**src/rtl/vga_timing_pkg.sv**
```systemverilog
// Shared constants and types for the 640x480@60 video timing generator.
// Default timing values, derived totals and the coordinate width live here.
package vga_timing_pkg;

  localparam int unsigned COORD_W = 10;

  localparam int unsigned DEF_H_ACTIVE = 640;
  localparam int unsigned DEF_H_FP     = 16;
  localparam int unsigned DEF_H_SYNC   = 96;
  localparam int unsigned DEF_H_BP     = 48;
  localparam int unsigned DEF_V_ACTIVE = 480;
  localparam int unsigned DEF_V_FP     = 10;
  localparam int unsigned DEF_V_SYNC   = 2;
  localparam int unsigned DEF_V_BP     = 33;

  localparam int unsigned DEF_H_TOTAL = DEF_H_ACTIVE + DEF_H_FP + DEF_H_SYNC + DEF_H_BP;
  localparam int unsigned DEF_V_TOTAL = DEF_V_ACTIVE + DEF_V_FP + DEF_V_SYNC + DEF_V_BP;

  typedef logic [COORD_W-1:0] coord_t;

  // Everything the output stage registers besides the coordinates.
  typedef struct packed {
    logic hsync;
    logic vsync;
    logic de;
    logic frame_start;
    logic line_start;
  } timing_t;

  function automatic logic in_window(coord_t c, int unsigned lo, int unsigned hi);
    return (32'(c) >= lo) && (32'(c) < hi);
  endfunction

endpackage

```
**src/rtl/vga_axis_counter.sv**
```systemverilog
// One timing axis: counts 0..TOTAL-1 while enabled and flags the wrap cycle.
// Used once per line (horizontal) and once per frame (vertical).
module vga_axis_counter
  import vga_timing_pkg::*;
#(
  parameter int unsigned TOTAL = DEF_H_TOTAL
) (
  input  logic   clk,
  input  logic   i_rst_n,
  input  logic   i_en,
  output coord_t o_count,
  output logic   o_wrap
);

  localparam coord_t LAST = COORD_W'(TOTAL - 1);

  coord_t r_count;

  assign o_wrap  = i_en && (r_count == LAST);
  assign o_count = r_count;

  // NOTE: sequential state uses non-blocking assignments so every register
  // samples the pre-edge values, regardless of block ordering.
  always_ff @(posedge clk) begin
    if (!i_rst_n) begin
      r_count <= '0;
    end else if (o_wrap) begin
      r_count <= '0;
    end else if (i_en) begin
      r_count <= r_count + coord_t'(1);
    end
  end

endmodule

```
**src/rtl/vga_timing.sv**
```systemverilog
// Video timing generator: syncs, display enable, coordinates and line/frame pulses.
// Optional vblank interrupt enabled by defining VGA_VBLANK_IRQ_EN.
module vga_timing
  import vga_timing_pkg::*;
#(
  parameter int unsigned H_ACTIVE = DEF_H_ACTIVE,
  parameter int unsigned H_FP     = DEF_H_FP,
  parameter int unsigned H_SYNC   = DEF_H_SYNC,
  parameter int unsigned H_BP     = DEF_H_BP,
  parameter int unsigned V_ACTIVE = DEF_V_ACTIVE,
  parameter int unsigned V_FP     = DEF_V_FP,
  parameter int unsigned V_SYNC   = DEF_V_SYNC,
  parameter int unsigned V_BP     = DEF_V_BP,
  parameter bit          SYNC_POL = 1'b0
) (
  input  logic               clock,
  input  logic               reset_n,
  input  logic               locked,
  output logic               hsync,
  output logic               vsync,
  output logic               de,
  output logic [COORD_W-1:0] pixel_x,
  output logic [COORD_W-1:0] pixel_y,
  output logic               frame_start,
  output logic               line_start,
  output logic               irq,
  input  logic               irq_ack
);

  localparam int unsigned H_TOTAL = H_ACTIVE + H_FP + H_SYNC + H_BP;
  localparam int unsigned V_TOTAL = V_ACTIVE + V_FP + V_SYNC + V_BP;

  generate
    if (H_TOTAL > (1 << COORD_W) || V_TOTAL > (1 << COORD_W)) begin : g_bad_timing
      $error("vga_timing: H_TOTAL/V_TOTAL exceed the coordinate width");
    end
  endgenerate

  localparam timing_t RST_OUT = '{hsync: !SYNC_POL, vsync: !SYNC_POL, de: 1'b0,
                                  frame_start: 1'b0, line_start: 1'b0};

  // Losing PLL lock is treated exactly like a reset request.
  logic    w_rst_n;
  coord_t  w_hcnt;
  coord_t  w_vcnt;
  logic    w_h_wrap;
  logic    w_unused_v_wrap;
  timing_t w_dec;
  timing_t r_out;
  coord_t  r_x;
  coord_t  r_y;

  assign w_rst_n = reset_n & locked;

  vga_axis_counter #(.TOTAL(H_TOTAL)) u_h_counter (
    .clk     (clock),
    .i_rst_n (w_rst_n),
    .i_en    (1'b1),
    .o_count (w_hcnt),
    .o_wrap  (w_h_wrap)
  );

  vga_axis_counter #(.TOTAL(V_TOTAL)) u_v_counter (
    .clk     (clock),
    .i_rst_n (w_rst_n),
    .i_en    (w_h_wrap),
    .o_count (w_vcnt),
    .o_wrap  (w_unused_v_wrap)
  );

  always_comb begin
    w_dec.de          = (32'(w_hcnt) < H_ACTIVE) && (32'(w_vcnt) < V_ACTIVE);
    w_dec.hsync       = in_window(w_hcnt, H_ACTIVE + H_FP, H_ACTIVE + H_FP + H_SYNC)
                        ? SYNC_POL : !SYNC_POL;
    w_dec.vsync       = in_window(w_vcnt, V_ACTIVE + V_FP, V_ACTIVE + V_FP + V_SYNC)
                        ? SYNC_POL : !SYNC_POL;
    w_dec.line_start  = (w_hcnt == '0);
    w_dec.frame_start = (w_hcnt == '0) && (w_vcnt == '0);
  end

  // Outputs describe the counter state of the previous cycle, all aligned.
  always_ff @(posedge clock) begin
    if (!w_rst_n) begin
      r_out <= RST_OUT;
      r_x   <= '0;
      r_y   <= '0;
    end else begin
      r_out <= w_dec;
      r_x   <= w_hcnt;
      r_y   <= w_vcnt;
    end
  end

  assign hsync       = r_out.hsync;
  assign vsync       = r_out.vsync;
  assign de          = r_out.de;
  assign frame_start = r_out.frame_start;
  assign line_start  = r_out.line_start;
  assign pixel_x     = r_x;
  assign pixel_y     = r_y;

`ifdef VGA_VBLANK_IRQ_EN
  logic r_irq;

  // Setting on the first vblank line takes priority over a coincident ack.
  always_ff @(posedge clock) begin
    if (!w_rst_n) begin
      r_irq <= 1'b0;
    end else if (w_hcnt == '0 && 32'(w_vcnt) == V_ACTIVE) begin
      r_irq <= 1'b1;
    end else if (irq_ack) begin
      r_irq <= 1'b0;
    end
  end

  assign irq = r_irq;
`else
  logic w_unused_irq_ack;
  assign w_unused_irq_ack = irq_ack;
  assign irq              = 1'b0;
`endif

endmodule

```
**config.mk**
```make
export PLATFORM = sky130hd
export DESIGN_NAME = vga_timing
export DESIGN_NICKNAME = d
export VERILOG_FILES = /design/src/rtl/vga_timing_pkg.sv /design/src/rtl/vga_axis_counter.sv /design/src/rtl/vga_timing.sv
export SDC_FILE = /design/constraint.sdc
export NUM_CORES = 1
export LEC_CHECK = 0
export CORE_MARGIN = 2
export CORE_UTILIZATION = 50
export CTS_BUF_LIST = sky130_fd_sc_hd__clkbuf_2 sky130_fd_sc_hd__clkbuf_4 sky130_fd_sc_hd__clkbuf_8
export DETAILED_ROUTE_END_ITERATION = 7
export GPL_TIMING_DRIVEN = 1
export PLACE_DENSITY = 0.76
export SYNTH_ARGS = -nofsm -noshare
export SYNTH_HDL_FRONTEND = slang
export SYNTH_SLANG_ARGS = --single-unit
```
**constraint.sdc**
```tcl
create_clock -name clock -period 1.8 [get_ports clock]
set_input_delay 0.36 -clock clock [delete_from_list [all_inputs] [get_ports clock]]
set_output_delay 0.36 -clock clock [all_outputs]
set_load 0.01 [all_outputs]
```
==> impl_metrics.env <==
export IMPL_comb_power_share_pct=3.8
export IMPL_wl_per_cell_um=13.9
export IMPL_switching_share_pct=20.7
export IMPL_fin_util_pct=65.5
export IMPL_cp_required_ns=2.09
export IMPL_initial_core_util_pct=52.1
export IMPL_powerDensity_nw_per_um2=760
export IMPL_die_y_um=63.0
export IMPL_period_needed_ns=1.71
export IMPL_numClockSinks=45
export IMPL_critPathSlowestCell="dfxtp_1"
export IMPL_p_seq_share_pct=60.6
export IMPL_path_cells="ha_1 -> and4_2 -> nand4_1 -> or3_1 -> a21oi_1"
export IMPL_drv_cap=0
export IMPL_status="completed"
export IMPL_synth_fp_nets=189
export IMPL_gr_usage_all_layers_pct=20.0
export IMPL_synth_main_ff_cell="dfxtp_1"
export IMPL_period_share_pct=94.7
export IMPL_syn_inst=181
export IMPL_place_gp_congestion=0.828
export IMPL_crit_path_max_fanout=5
export IMPL_synth_top_area_share_pct=51.8
export IMPL_finClkSkew_ns=0.00628
export IMPL_drt_wl_total_um=3650
export IMPL_ant_nets=0
export IMPL_worst_setup_path_type="flop to flop"
export IMPL_antenna_cells=0
export IMPL_vdd_ir_drop_max_mv=0.464
export IMPL_die_area_um2=3970
export IMPL_power_switching_w=0.000344
export IMPL_ys_types=34
export IMPL_core_area_um2=3340
export IMPL_vias=1408
export IMPL_avgViaCountPerCell=5.35
export IMPL_clk_pin_slew_ns=0.12
export IMPL_netlist_area_um2=1740
export IMPL_design_area_um2=2190
export IMPL_grt_pass1_vias=1387
export IMPL_p_clk_share_pct=35.6
export IMPL_fmax_ghz=0.587
export IMPL_arrival_ns=2.00
export IMPL_synth_top_cell_by_area="dfxtp_1"
export IMPL_synthTopCellsByArea="dfxtp_1 (52%), and3_1 (7.2%), nor2_1 (5.2%)"
export IMPL_port_buffer_count=27
export IMPL_cellLeakagePower_nw=0.871
export IMPL_final_setup_viol_count=0
export IMPL_cts_root_buf="clkbuf_4"
export IMPL_path_delay_family="simple AND/OR/NAND/NOR gates"
export IMPL_maxSlewViolCount=0
export IMPL_layout_cells_non_filler=263
export IMPL_grt_pass1_wl_um=6180
export IMPL_grt_start_max_net_pins=16
export IMPL_first_pass_iters=4
export IMPL_rows=21
export IMPL_cp_slowest_stage_delay_ns=0.40
export IMPL_post_cts_buffers=0
export IMPL_nets=225
export IMPL_critPathLaunchType="flop"
export IMPL_drive_above_1_share_pct=11.5
export IMPL_drt_iter0_drc=44
export IMPL_antenna_found_initial=0
export IMPL_area_delta_synth_final_pct=25.7
export IMPL_internal_power_w=0.00132
export IMPL_hp_class="flop to flop"
export IMPL_path_buf_inv=0
export IMPL_ys_ff_latch=45
export IMPL_die_x_um=63.0
export IMPL_grt_ovfl_total=0
export IMPL_place_hpwl_um=2670
export IMPL_num_io_pins=30
export IMPL_dp_cells=256
export IMPL_hold_violations=0
export IMPL_seq_area_frac_synth_pct=51.8
export IMPL_synth_area_per_cell_um2=9.61
export IMPL_clock_latency_ns=0.36
export IMPL_cts_buffers=5
export IMPL_synth_edf_count=0
export IMPL_ys_warn_count=0
export IMPL_crit_path_end_kind="flop"
export IMPL_cts_tree="built"
export IMPL_placed_area_um2=2110
export IMPL_synth_async_reset_ratio_pct=0
export IMPL_clock_path_buffers=2
export IMPL_cts_htree_levels=2
export IMPL_rsz0062_at_grt="false"
export IMPL_drc=0
[power groups by stage]
| stage | logic (W) | registers, W | clock network [W] |
|---|---|---|---|
| floorplan | 0.0000257 | 0.00103 | 0 |
| global placement | 0.0000601 | 0.00103 | 0 |
| detailed placement | 0.0000621 | 0.00103 | 0 |
| CTS | 0.0000626 | 0.00101 | 0.000595 |
| global route | 0.0000685 | 0.00101 | 0.000642 |
| finish | 0.0000633 | 0.00101 | 0.000591 |
[cell families after synthesis]
kind of cell	after synthesis	synth area share (%)
AOI/OAI and AO/OA	11	3.74
xor gates and xnor gates	13	6.55
adders and majority gates	4	2.88
buffers and inverters	19	5.11
DFF	45	51.8
muxes	1	0.576
other	1	0.216
and+or+nand+nor	87	29.1
[synth_stat cells (2+ instances only)]
library cell,instances
clkbuf_1,5
o21ai_0,4
or4_1,2
dfxtp_1,45
buf_2,5
nand4_1,6
nor3_1,4
and2_1,2
xnor2_1,7
nor2_1,24
nor4_1,2
nand4b_1,2
xor2_1,6
nor4b_1,3
and3_1,20
inv_1,7
ha_1,4
o31ai_1,2
and4_1,2
nand3_1,6
nand2_1,7
a21oi_1,4
[placed cells by master, fill, tap and decap left out, types with 3 or more instances in the layout]
master,n
dfxtp_1,45
clkdlybuf4s50_1,27
nor2_1,24
and3_1,20
buf_4,14
inv_1,7
nand2_1,7
xnor2_1,7
nand3_1,6
nand4_1,6
xor2_1,6
clkbuf_4,5
a21oi_1,4
o21ai_0,4
nor3_1,4
ha_1,4
nor4b_1,3
[flip-flops by register name, indices dropped and copies added (netlist names)]
| name | flops |
|---|---|
| de | 1 |
| hsync | 1 |
| line_start | 1 |
| frame_start | 1 |
| pixel_y | 10 |
| u_v_counter.o_count | 10 |
| u_h_counter.o_count | 10 |
| vsync | 1 |
| pixel_x | 10 |
[per-stage QoR]
step	setup TNS, ns	power [W]	hold WS, ns	setup slack [ns]
2_1_floorplan	0	0.00106	0.442	0.138
3_3_place_gp	0	0.00109	0.481	0.101
3_5_place_dp	-0.00553	0.00109	0.499	-0.00553
4_1_cts	0	0.00166	0.519	0.0536
5_1_grt	0	0.00172	0.540	0.0321
6_report	0	0.00166	0.522	0.0950
[metal layers]
| metal | up-vias | wire length (um) | GRT usage [%] |
|---|---|---|---|
| met5 | - | 0 | 0 |
| met4 | 0 | 78 | 9.44 |
| met3 | 7 | 159 | 5.23 |
| met2 | 39 | 1830 | 34.8 |
| met1 | 673 | 1580 | 22.5 |
| li1 | 689 | - | - |
[worst reg2reg max path: cells and delay by family (launching register included)]
kind	cells	cell delay [ns]
AND/OR/NAND/NOR	3	0.91
flip-flops	1	0.40
adder cells (fa/ha/maj)	1	0.18
AO/OA/AOI/OAI	1	0.15
[repair_timing]
item / 4_1_cts / 5_1_grt
endpoints found under the hold margin: 0 / 0
hold buffers: 0 / 0
endpoints found under the setup margin: 0 / 11
gates resized for setup: 0 / 2
[worst paths after layout]
| check | cells past startpoint | slack, ns | start | to |
|---|---|---|---|---|
| max reg2reg | 5 | 0.09 | u_h_counter.o_count[1]$_SDFF_PP0_ | u_v_counter.o_count[7]$_SDFFE_PP0P_ |
| min reg2reg | 2 | 0.52 | u_h_counter.o_count[1]$_SDFF_PP0_ | pixel_x[1]$_SDFF_PN0_ |
| max | 5 | 0.09 | u_h_counter.o_count[1]$_SDFF_PP0_ | u_v_counter.o_count[7]$_SDFFE_PP0P_ |
| min | 2 | 0.52 | u_h_counter.o_count[1]$_SDFF_PP0_ | pixel_x[1]$_SDFF_PN0_ |
[cell type report]
type	instances	area [um2]
multi-input combinational	117	753
timing repair buffer	41	375
fill	267	1150
clock inverter	2	35.0
clock buffer	5	37.5
tap	46	57.6
inverter	7	26.3
sequential	45	901
No activity file was read; power rests on OpenSTA's default activity.
